--- config.mk ---
export PLATFORM = sky130hd
export DESIGN_NAME = fb_pixel_writer_flat
export DESIGN_NICKNAME = d
export VERILOG_FILES = /design/src/rtl/fb_pkg.sv /design/src/rtl/fb_pixel_writer_if.sv /design/src/rtl/pix_fifo.sv /design/src/rtl/fb_pixel_writer.sv /design/src/flat_wrapper.sv
export SDC_FILE = /design/constraint.sdc
export NUM_CORES = 1
export LEC_CHECK = 0
export CAP_MARGIN = 20
export CELL_PAD_IN_SITES_DETAIL_PLACEMENT = 1
export CELL_PAD_IN_SITES_GLOBAL_PLACEMENT = 1
export CORE_MARGIN = 2
export CORE_UTILIZATION = 42
export CTS_BUF_LIST = sky130_fd_sc_hd__clkbuf_8 sky130_fd_sc_hd__clkbuf_16
export DETAILED_ROUTE_END_ITERATION = 12
export PLACE_DENSITY = 0.83
export SLEW_MARGIN = 30
export SYNTH_ARGS = -nofsm -noshare
export SYNTH_HDL_FRONTEND = slang
export SYNTH_SLANG_ARGS = --single-unit
--- constraint.sdc ---
create_clock -name clk -period 3 [get_ports clk]
set_input_delay 0.3 -clock clk [delete_from_list [all_inputs] [get_ports clk]]
set_output_delay 0.3 -clock clk [all_outputs]
set_load 0.1 [all_outputs]
--- src/rtl/fb_pkg.sv ---
// Shared framebuffer geometry, clear-controller state encodings and the (x,y) -> linear address mapper.
// No logic of its own; imported by the interface, the FIFO user and the top.
package fb_pkg;
    localparam int H_RES    = 320;
    localparam int V_RES    = 240;
    localparam int COLOUR_W = 3;
    localparam int ADDR_W   = 17;
    localparam int X_W      = 9;
    localparam int Y_W      = 8;
    localparam int N_PIX    = H_RES * V_RES;

    typedef enum logic [1:0] {
        ST_IDLE  = 2'd0,
        ST_DRAIN = 2'd1,
        ST_CLEAR = 2'd2,
        ST_DONE  = 2'd3
    } state_t;

    typedef struct packed {
        logic [ADDR_W-1:0]   addr;
        logic [COLOUR_W-1:0] colour;
    } pix_req_t;

    // Constant multiplier folds to (y<<8)+(y<<6)+x for H_RES=320; in-range inputs cannot overflow.
    function automatic logic [ADDR_W-1:0] xy_to_addr(input logic [X_W-1:0] x, input logic [Y_W-1:0] y);
        return ADDR_W'(y) * ADDR_W'(H_RES) + ADDR_W'(x);
    endfunction
endpackage

--- src/rtl/fb_pixel_writer_if.sv ---
// Pixel-plot request, clear control and framebuffer write-port signals as one bundle.
// slave = the pixel writer, master = the plot source / RAM side driving it.
interface fb_pixel_writer_if;
    import fb_pkg::*;

    logic [X_W-1:0]      in_x;
    logic [Y_W-1:0]      in_y;
    logic [COLOUR_W-1:0] in_colour;
    logic                in_plot;
    logic                in_ready;
    logic                clear_req;
    logic [COLOUR_W-1:0] clear_colour;
    logic                clear_busy;
    logic                clear_done;
    logic                rd_busy;
    logic [ADDR_W-1:0]   mem_addr;
    logic [COLOUR_W-1:0] mem_wdata;
    logic                mem_we;
    logic [7:0]          drop_cnt;

    modport slave (
        input  in_x, in_y, in_colour, in_plot, clear_req, clear_colour, rd_busy,
        output in_ready, clear_busy, clear_done, mem_addr, mem_wdata, mem_we, drop_cnt
    );

    modport master (
        output in_x, in_y, in_colour, in_plot, clear_req, clear_colour, rd_busy,
        input  in_ready, clear_busy, clear_done, mem_addr, mem_wdata, mem_we, drop_cnt
    );
endinterface

--- src/rtl/pix_fifo.sv ---
// Synchronous FIFO for plot requests; data visible at the head one edge after push.
// Caller must not push when full or pop when empty; a same-edge pop does not make room for a push.
module pix_fifo #(
    parameter int WIDTH = 20,
    parameter int DEPTH = 4
) (
    input  logic             clk,
    input  logic             reset,
    input  logic             push_i,
    input  logic [WIDTH-1:0] wdata_i,
    input  logic             pop_i,
    output logic [WIDTH-1:0] rdata_o,
    output logic             full_o,
    output logic             empty_o
);
    localparam int IDX_W = $clog2(DEPTH);

    logic [WIDTH-1:0] mem_q [DEPTH];
    logic [IDX_W:0]   wr_ptr_q;
    logic [IDX_W:0]   rd_ptr_q;
    logic             do_push;
    logic             do_pop;

    assign full_o  = (wr_ptr_q[IDX_W] != rd_ptr_q[IDX_W]) &&
                     (wr_ptr_q[IDX_W-1:0] == rd_ptr_q[IDX_W-1:0]);
    assign empty_o = (wr_ptr_q == rd_ptr_q);
    assign do_push = push_i && !full_o;
    assign do_pop  = pop_i && !empty_o;
    assign rdata_o = mem_q[rd_ptr_q[IDX_W-1:0]];

    always_ff @(posedge clk) begin
        if (!reset) begin
            wr_ptr_q <= '0;
            rd_ptr_q <= '0;
        end else begin
            if (do_push) wr_ptr_q <= wr_ptr_q + 1'b1;
            if (do_pop)  rd_ptr_q <= rd_ptr_q + 1'b1;
        end
    end

    always_ff @(posedge clk) begin
        if (do_push) mem_q[wr_ptr_q[IDX_W-1:0]] <= wdata_i;
    end
endmodule

--- src/rtl/fb_pixel_writer.sv ---
// Bounds-checks plot requests, buffers them and writes them to the framebuffer when scanout is idle; also clears the screen.
// Write appears one edge after acceptance at the earliest; rd_busy stalls writes, a full FIFO or active clear drops in_ready.
module fb_pixel_writer
    import fb_pkg::*;
#(
    parameter int FIFO_DEPTH = 4
) (
    input  logic               clk,
    input  logic               reset,
    fb_pixel_writer_if.slave   bus
);
    state_t              state_q;
    logic [COLOUR_W-1:0] clr_colour_q;
    logic [ADDR_W-1:0]   clr_cnt_q;
    logic                clear_busy_q;
    logic                clear_done_q;
    logic [7:0]          drop_cnt_q;

    logic [ADDR_W-1:0]   mem_addr_q,  mem_addr_d;
    logic [COLOUR_W-1:0] mem_wdata_q, mem_wdata_d;
    logic                mem_we_q,    mem_we_d;

    logic     in_ready;
    logic     accept;
    logic     in_range;
    logic     push;
    logic     pop;
    logic     clr_wr;
    logic     fifo_full;
    logic     fifo_empty;
    pix_req_t push_req;
    pix_req_t head_req;

    assign in_ready = (state_q == ST_IDLE) && !fifo_full;
    assign accept   = bus.in_plot && in_ready;
    assign in_range = (bus.in_x < X_W'(H_RES)) && (bus.in_y < Y_W'(V_RES));
    assign push     = accept && in_range;
    assign pop      = !fifo_empty && !bus.rd_busy;
    // The FIFO is always empty in CLEAR, so plot and clear writes never compete.
    assign clr_wr   = (state_q == ST_CLEAR) && !bus.rd_busy;

    assign push_req.addr   = xy_to_addr(bus.in_x, bus.in_y);
    assign push_req.colour = bus.in_colour;

    pix_fifo #(
        .WIDTH ($bits(pix_req_t)),
        .DEPTH (FIFO_DEPTH)
    ) u_fifo (
        .clk     (clk),
        .reset   (reset),
        .push_i  (push),
        .wdata_i (push_req),
        .pop_i   (pop),
        .rdata_o (head_req),
        .full_o  (fifo_full),
        .empty_o (fifo_empty)
    );

    always_ff @(posedge clk) begin
        if (!reset) begin
            state_q      <= ST_IDLE;
            clr_colour_q <= '0;
            clr_cnt_q    <= '0;
            clear_busy_q <= 1'b0;
            clear_done_q <= 1'b0;
        end else begin
            clear_done_q <= 1'b0;
            case (state_q)
                ST_IDLE: begin
                    if (bus.clear_req) begin
                        clr_colour_q <= bus.clear_colour;
                        clear_busy_q <= 1'b1;
                        state_q      <= ST_DRAIN;
                    end
                end
                ST_DRAIN: begin
                    if (fifo_empty) begin
                        clr_cnt_q <= '0;
                        state_q   <= ST_CLEAR;
                    end
                end
                ST_CLEAR: begin
                    if (!bus.rd_busy) begin
                        clr_cnt_q <= clr_cnt_q + 1'b1;
                        if (clr_cnt_q == ADDR_W'(N_PIX - 1)) begin
                            clear_busy_q <= 1'b0;
                            clear_done_q <= 1'b1;
                            state_q      <= ST_DONE;
                        end
                    end
                end
                ST_DONE:  state_q <= ST_IDLE;
                default:  state_q <= ST_IDLE;
            endcase
        end
    end

    always_comb begin
        mem_addr_d  = mem_addr_q;
        mem_wdata_d = mem_wdata_q;
        mem_we_d    = 1'b0;
        if (pop) begin
            mem_addr_d  = head_req.addr;
            mem_wdata_d = head_req.colour;
            mem_we_d    = 1'b1;
        end else if (clr_wr) begin
            mem_addr_d  = clr_cnt_q;
            mem_wdata_d = clr_colour_q;
            mem_we_d    = 1'b1;
        end
    end

    always_ff @(posedge clk) begin
        if (!reset) begin
            mem_addr_q  <= '0;
            mem_wdata_q <= '0;
            mem_we_q    <= 1'b0;
            drop_cnt_q  <= '0;
        end else begin
            mem_addr_q  <= mem_addr_d;
            mem_wdata_q <= mem_wdata_d;
            mem_we_q    <= mem_we_d;
            if (accept && !in_range && (drop_cnt_q != 8'hFF)) drop_cnt_q <= drop_cnt_q + 8'd1;
        end
    end

    assign bus.in_ready   = in_ready;
    assign bus.clear_busy = clear_busy_q;
    assign bus.clear_done = clear_done_q;
    assign bus.mem_addr   = mem_addr_q;
    assign bus.mem_wdata  = mem_wdata_q;
    assign bus.mem_we     = mem_we_q;
    assign bus.drop_cnt   = drop_cnt_q;
endmodule

--- src/flat_wrapper.sv ---
// flat-port wrapper written by rule: the top's interface ports become plain ports
module fb_pixel_writer_flat import fb_pkg::*;
#(
    parameter int FIFO_DEPTH = 4
)
  (clk, reset, bus_in_x, bus_in_y, bus_in_colour, bus_in_plot, bus_clear_req, bus_clear_colour, bus_rd_busy, bus_in_ready, bus_clear_busy, bus_clear_done, bus_mem_addr, bus_mem_wdata, bus_mem_we, bus_drop_cnt);
  fb_pixel_writer_if bus_i ();
  input  logic clk;
  input  logic reset;
  input wire logic [$bits(bus_i.in_x)-1:0] bus_in_x;
  input wire logic [$bits(bus_i.in_y)-1:0] bus_in_y;
  input wire logic [$bits(bus_i.in_colour)-1:0] bus_in_colour;
  input wire logic [$bits(bus_i.in_plot)-1:0] bus_in_plot;
  input wire logic [$bits(bus_i.clear_req)-1:0] bus_clear_req;
  input wire logic [$bits(bus_i.clear_colour)-1:0] bus_clear_colour;
  input wire logic [$bits(bus_i.rd_busy)-1:0] bus_rd_busy;
  output wire logic [$bits(bus_i.in_ready)-1:0] bus_in_ready;
  output wire logic [$bits(bus_i.clear_busy)-1:0] bus_clear_busy;
  output wire logic [$bits(bus_i.clear_done)-1:0] bus_clear_done;
  output wire logic [$bits(bus_i.mem_addr)-1:0] bus_mem_addr;
  output wire logic [$bits(bus_i.mem_wdata)-1:0] bus_mem_wdata;
  output wire logic [$bits(bus_i.mem_we)-1:0] bus_mem_we;
  output wire logic [$bits(bus_i.drop_cnt)-1:0] bus_drop_cnt;
  assign bus_i.in_x = bus_in_x;
  assign bus_i.in_y = bus_in_y;
  assign bus_i.in_colour = bus_in_colour;
  assign bus_i.in_plot = bus_in_plot;
  assign bus_i.clear_req = bus_clear_req;
  assign bus_i.clear_colour = bus_clear_colour;
  assign bus_i.rd_busy = bus_rd_busy;
  assign bus_in_ready = bus_i.in_ready;
  assign bus_clear_busy = bus_i.clear_busy;
  assign bus_clear_done = bus_i.clear_done;
  assign bus_mem_addr = bus_i.mem_addr;
  assign bus_mem_wdata = bus_i.mem_wdata;
  assign bus_mem_we = bus_i.mem_we;
  assign bus_drop_cnt = bus_i.drop_cnt;
  fb_pixel_writer #(.FIFO_DEPTH(FIFO_DEPTH)) u_core (.clk(clk), .reset(reset), .bus(bus_i));
endmodule
==> results.yml, run 1 <==
clock_network:
  cts_made_buffers: 17
  cts_resized: 0
  clkLatencyLatePin_ns: 0.43
  h-tree-depth: 4
  cts.sinks: 141
  cts_setup_buffers: 0
  cts_hold_buf: 0
  cts_tree: "yes"
  clock-root-buffer: "clkbuf_16"
  path_clk_slew_ns: 0.06
  clock_path_buffers: 2
critical_path:
  worstReg2RegEnd: "u_core.clr_cnt_q[14]$_SDFFE_PN0P_"
  r2r_cells: 8
  rrSetupSlack_ns: 0.44
  crit_path_end_kind: "flip-flop"
  worstPathArrival_ns: 3.03
  cp_data_required_time_ns: 3.22
  path_max_fanout: 4
  rr_startpoint: "u_core.state_q[0]$_SDFFE_PN0P_"
  critPathKind: "in2reg"
  cp-start-kind: "primary input"
synthesis:
  synth_top_family_by_area: "simple AND/OR/NAND/NOR gates"
  ys_ff_latch: 141
  synth_nets: 590
  yosys.area_share.xor_xnor_pct: 3.78
  synthArstFlopShare_pct: 0
  synthesis.area_mm2: 0.00649
  synth_mux_area_share_pct: 8.11
  netlist_instances: 534
  synth_adder_area_share_pct: 5.63
  synth-simple-area-share_pct: 12.4
  post_synth_num_cell_types: 53
  synth-edff-count: 80
  ys_seq_area_share_pct: 55.8
  synth_compound_area_share_pct: 11.1
  yosys_warnings: 0
  synth_area_per_cell_um2: 12.2
  synthFlopType: "edfxtp_1"
final_layout:
  drive_gt1_share_pct: 22.6
  stdcell_area_mm2: 0.00792
  area_delta_synth_final_pct: 22.0
  post-route-util_pct: 52.3
  antenna_cells: 0
  nets: 670
  final_cells: 815
route:
  wl_per_cell_um: 19.7
  num_vias: 4650
  wl_mm: 16.0
  vias_per_cell: 5.71
  antenna_left: 0
  drtPass1Iterations: 4
  drtIter0Drc: 334
  drcViolationCount: 0
global_routing:
  grt_max_degree: 41
  grt_overflow: 0
  antenna_found_initial: 0
  grt_pass1_vias: 4956
  track_usage_pct: 20.3
  grt_pass1_wl_mm: 25.4
timing:
  max-slew-margin-rel_pct: 35.5
  worst_slack_ns: 0.189
  fin_crit_sh_pct: 93.7
  fmax_mhz: 356
  setup_viol: 0
  tns_ns: 0
  fin_crit_ns: 2.81
  slew_violations: 0
  grt_setup_unrepaired: "false"
  finClkSkew_ns: 0.00838
  hold_violations: 0
  worstMarginPinSlew_ns: 0.965
floorplan:
  fp.dieW_um: 128
  fp.dieH_um: 128
  io_pins: 60
  initial_utilization_pct: 42.9
  coreArea_mm2: 0.0151
  dieArea_mm2: 0.0165
  num_rows: 45
place:
  dp.cells: 783
  hpwl_mm: 11.2
  post-place-ws_ns: -0.377
  place.gp.congestion: 0.856
  dpl_cell_area_mm2: 0.00735
  port_buffers: 59
min_path:
  whs_path_depth: 2
  hold_path_end: "u_core.clr_colour_q[2]$_SDFFE_PN0P_"
  min_from: "u_core.clr_colour_q[2]$_SDFFE_PN0P_"
  hold_path.class: "reg2reg"
job:
  drv_cap: 0
pwr:
  p_per_area_mw_per_mm2: 949
  max-vdd-ir-drop_v: 0.000492
  p_leak_nw: 2.80
status:
  status: "finished clean"
## how the worst max path moves through the flow
stage / startpoint / end / slack, ns / depth (start not counted)
detailed placement: bus_in_y[1] / u_core.u_fifo.mem_q[1][19]$_DFFE_PP_ / -0.38 / 10
global placement: bus_in_y[1] / u_core.u_fifo.mem_q[0][19]$_DFFE_PP_ / -0.09 / 10
CTS: bus_in_y[1] / u_core.u_fifo.mem_q[1][19]$_DFFE_PP_ / 0.07 / 10
finish: bus_in_y[1] / u_core.u_fifo.mem_q[3][19]$_DFFE_PP_ / 0.19 / 10
floorplan: bus_in_y[1] / u_core.u_fifo.mem_q[0][19]$_DFFE_PP_ / 0.28 / 8
global route: bus_in_y[1] / u_core.u_fifo.mem_q[3][19]$_DFFE_PP_ / 0.03 / 10
## power by group
group          switching, mW  internal, mW  total, mW
Combinational           2.12         0.947       3.07
Clock                  0.887          1.08       1.97
Sequential             0.138          2.34       2.48
Total                   3.15          4.37       7.52
## stage by stage
stage	hold WS (ns)	power (mW)
final	0.456	7.52
after global routing	0.469	7.83
after CTS	0.447	7.54
after detailed placement	0.458	5.57
after global placement	0.450	5.44
after floorplan	0.399	4.80
## sequential cells by signal (all words and copies together) (netlist names), named ones only
register	flops
u_core.u_fifo.mem_q	80
u_core.bus.mem_addr	17
u_core.clr_cnt_q	17
u_core.bus.drop_cnt	8
u_core.bus.mem_wdata	3
u_core.clr_colour_q	3
u_core.u_fifo.rd_ptr_q	3
u_core.u_fifo.wr_ptr_q	3
u_core.state_q	2
u_core.bus.clear_busy	1
u_core.bus.clear_done	1
u_core.bus.mem_we	1
## final cells by class
class / instances / area (um^2)
Clock buffer: 17 / 425
Clock inverter: 15 / 126
Fill cell: 1558 / 7220
Inverter: 30 / 113
Multi-Input combinational cell: 339 / 2690
Sequential cell: 141 / 3620
Tap cell: 188 / 235
Timing Repair Buffer: 85 / 711
## cell usage in the layout, fill, tap and decap left out, types with 3 or more instances in the layout
master and n:
a21oi_1 19, a31oi_1 19, and2_1 6, and3_1 6
buf_4 56, clkbuf_16 17, clkdlybuf4s50_1 29, clkinv_4 3
dfxtp_1 61, edfxtp_1 80, ha_1 26, inv_1 29
inv_6 7, mux2_2 5, mux4_2 20, nand2_1 24
nand2b_1 4, nand3_1 13, nand4_1 9, nor2_1 54
nor2b_1 3, nor3_1 5, nor4_1 7, o21a_1 3
o21ai_0 14, o221a_2 15, o22ai_1 6, o31ai_1 4
or3_1 9, or4_1 3, xnor2_1 20, xor2_1 8
## routing by layer
metal | vias up | share of wire [%] | track usage, %
li1 | 2182 | - | -
met1 | 2360 | 42 | 23.7
met2 | 78 | 53 | 36.6
met3 | 30 | 2.4 | 3.53
met4 | 0 | 2.6 | 9.11
met5 | - | 0 | 0
## cell usage after synthesis (3+ instances only)
cell	number	share of area, %
nand4_1	9	0.87
xor2_1	8	1.1
inv_1	29	1.7
a21oi_1	20	1.5
nor2_1	54	3.1
xnor2_1	20	2.7
edfxtp_1	80	37
o31ai_1	4	0.46
ha_1	26	5.0
a211oi_1	3	0.35
nor2b_1	3	0.29
o221a_2	15	2.6
o21a_1	3	0.35
and3_1	6	0.58
or3_1	9	0.87
o22ai_1	6	0.58
mux4_2	20	6.9
a31oi_1	19	1.8
o21ai_0	14	1.1
nand2_1	24	1.4
clkbuf_1	21	1.2
and2_1	6	0.58
nor4_1	9	0.87
nand3_1	13	1.0
nand2b_1	4	0.39
nor3_1	6	0.46
or4_1	3	0.35
mux2_2	5	0.87
dfxtp_1	61	19
## critical path, stage by stage
cell and delay (ns):
clkdlybuf4s50_1 0.42, ha_1 0.31, ha_1 0.24, fa_1 0.45, xor2_1 0.20, o2111ai_1 0.21
nor4_2 0.42, buf_4 0.19, nand4_1 0.09, o211ai_1 0.19
## kinds of logic (layout without fill, tap and decap cells)
group,Yosys count,in the layout
multiplexers,27,27
adder cells (fa/ha/maj),28,28
flip-flops,141,141
AO/OA/AOI/OAI,99,99
XOR/XNOR,28,28
buffers and inverters,54,147
AND/OR/NAND/NOR,157,157
(Power assumes the default switching activity.)
==> inputs of run 2 (changes only) <==
--- a/config.mk
+++ b/config.mk
@@ -9,10 +9,10 @@
 export CELL_PAD_IN_SITES_DETAIL_PLACEMENT = 1
 export CELL_PAD_IN_SITES_GLOBAL_PLACEMENT = 1
 export CORE_MARGIN = 2
-export CORE_UTILIZATION = 42
+export CORE_UTILIZATION = 45
 export CTS_BUF_LIST = sky130_fd_sc_hd__clkbuf_8 sky130_fd_sc_hd__clkbuf_16
 export DETAILED_ROUTE_END_ITERATION = 12
-export PLACE_DENSITY = 0.83
+export PLACE_DENSITY = 0.87
 export SLEW_MARGIN = 30
 export SYNTH_ARGS = -nofsm -noshare
 export SYNTH_HDL_FRONTEND = slang
==> run 2 against run 1 <==
  * Count of clock-buffer cells in the layout did not move
  * Clock power rose by 4%
  * Via count rose by 2.9%
  * Worst hold slack got worse by 0.0074 ns
  * Critical path depth did not move
  * First-iteration DRC count fell by 13%
  * Critical endpoint is now u_core.u_fifo.mem_q[1][18]$_DFFE_PP_
==> results.yml, run 2 (same netlist as run 1, synthesis figures left out) <==
critical_path:
  critPathKind: "in2reg"
  crit_family: "adder cells"
  crit_chain: "clkdlybuf4s50_1, ha_1, ha_1, fa_1, xor2_1, buf_4, o21ai_0, nor4_1, nand4_1, xnor2_2"
  cpMostUsedCell: "ha_1"
  crit_slowest_cell: "fa_1"
  critical_path_buf_inv_count: 2
  cp-start-kind: "primary input"
  crit_path_end_kind: "flip-flop"
  cp_data_required_time_ns: 3.16
  path_max_fanout: 4
  slowest_delay_ns: 0.44
  worstPathArrival_ns: 2.93
global_routing:
  track_usage_pct: 23.8
  grt_overflow: 0
  grt_pass1_vias: 5153
  grt_max_degree: 42
  grt_pass1_wl_mm: 27.0
  antenna_found_initial: 0
place:
  dp.cells: 777
  port_buffers: 59
  hpwl_mm: 12.2
  post-place-ws_ns: -0.264
  dpl_cell_area_mm2: 0.00735
  place.gp.congestion: 0.866
floorplan:
  coreArea_mm2: 0.0140
  dieArea_mm2: 0.0154
  fp.dieH_um: 124
  fp.dieW_um: 124
  num_rows: 43
  initial_utilization_pct: 46.4
  io_pins: 60
final_layout:
  final_cells: 809
  final_common_cell: "edfxtp_1"
  area_delta_synth_final_pct: 22.3
  drive_gt1_share_pct: 22.6
  stdcell_area_mm2: 0.00795
  antenna_cells: 0
  fillCellCount: 1452
  post-route-util_pct: 56.8
  final_cell_mix: "edfxtp_1, dfxtp_1, buf_4"
  nets: 672
  largest_reg_flops: 80
timing:
  fin_crit_sh_pct: 92.3
  grt_setup_unrepaired: "false"
  setup_viol: 0
  worst_slack_ns: 0.231
  tns_ns: 0
  fin_crit_ns: 2.77
  slew_violations: 0
  max-slew-margin-rel_pct: 35.6
  worstMarginPinSlew_ns: 0.962
  fmax_mhz: 361
  finClkSkew_ns: 0.00635
  hold_violations: 0
  fin_hold_ws_ns: 0.448
pwr:
  max-vdd-ir-drop_v: 0.000437
  p_per_area_mw_per_mm2: 958
  p_leak_nw: 2.82
  finalPower_mw: 7.61
clock_network:
  clkLatencyLatePin_ns: 0.43
  cts.sinks: 141
  clock-root-buffer: "clkbuf_16"
  path_clk_slew_ns: 0.06
  cts_tree: "yes"
  h-tree-depth: 4
  cts_made_buffers: 17
  clock_path_buffers: 2
  cts_hold_buf: 0
route:
  drtIter0Drc: 289
  antenna_left: 0
  vias_per_cell: 5.91
  wl_mm: 17.1
  drtPass1Iterations: 8
  num_vias: 4783
  drcViolationCount: 0
  wl_per_cell_um: 21.1
job:
  drv_cap: 0
status:
  status: "finished clean"
min_path:
  hold_path.class: "in2reg"
[run 2: worst min-delay path, cell delays in order]
cell	delay, ns
clkdlybuf4s50_1	0.40
nand3_1	0.07
a21oi_1	0.06
[run 2: repair_timing]
item / CTS / global route
resized for setup: 0 / 2
endpoints found under the setup margin: 0 / 8
buffers inserted: 0 / 0
[run 2: final timing paths]
path                            slack [ns]                           startpoint  depth (start not counted)                                    to
worst min-delay path                  0.45                  bus_clear_colour[2]                          3   u_core.clr_colour_q[2]$_SDFFE_PN0P_
worst min register to register        0.48  u_core.clr_colour_q[0]$_SDFFE_PN0P_                          2   u_core.clr_colour_q[0]$_SDFFE_PN0P_
worst max register to register        0.37       u_core.state_q[1]$_SDFFE_PN0P_                          7   u_core.bus.drop_cnt[5]$_SDFFE_PN0P_
worst max-delay path                  0.23                          bus_in_y[1]                         10  u_core.u_fifo.mem_q[1][18]$_DFFE_PP_
[run 2: report_power, final]
| group | internal [mW] | total [mW] | leakage (nW) | switching [mW] |
|---|---|---|---|---|
| Combinational | 0.960 | 3.09 | 1.32 | 2.13 |
| Clock | 1.17 | 2.04 | 0.272 | 0.874 |
| Sequential | 2.34 | 2.48 | 1.22 | 0.146 |
[run 2: cell type report]
class	count	area [um^2]	share of cell area, %
well taps	180	225	2.83
clock inverters	15	153	1.92
inverters	30	113	1.42
repair buffers	87	726	9.13
clock buffers	17	425	5.35
multi-input cells	339	2680	33.7
flip-flops and latches	141	3620	45.6
[run 2: metal layers]
| metal | vias up | track usage [%] | share of wire [%] |
|---|---|---|---|
| li1 | 2185 | - | - |
| met1 | 2416 | 27.3 | 40 |
| met2 | 145 | 42.5 | 54 |
| met3 | 37 | 4.95 | 4.0 |
| met4 | 0 | 10.8 | 2.5 |
| met5 | - | 0 | 0 |
==> inputs of run 3 (changes only) <==
--- a/config.mk
+++ b/config.mk
@@ -11,6 +11,7 @@
 export CORE_MARGIN = 2
 export CORE_UTILIZATION = 45
 export CTS_BUF_LIST = sky130_fd_sc_hd__clkbuf_8 sky130_fd_sc_hd__clkbuf_16
+export CTS_CLUSTER_DIAMETER = 200
 export DETAILED_ROUTE_END_ITERATION = 12
 export PLACE_DENSITY = 0.87
 export SLEW_MARGIN = 30
==> results of run 3 <==
The final DEF is identical to that of run 2; final timing and power are the same.
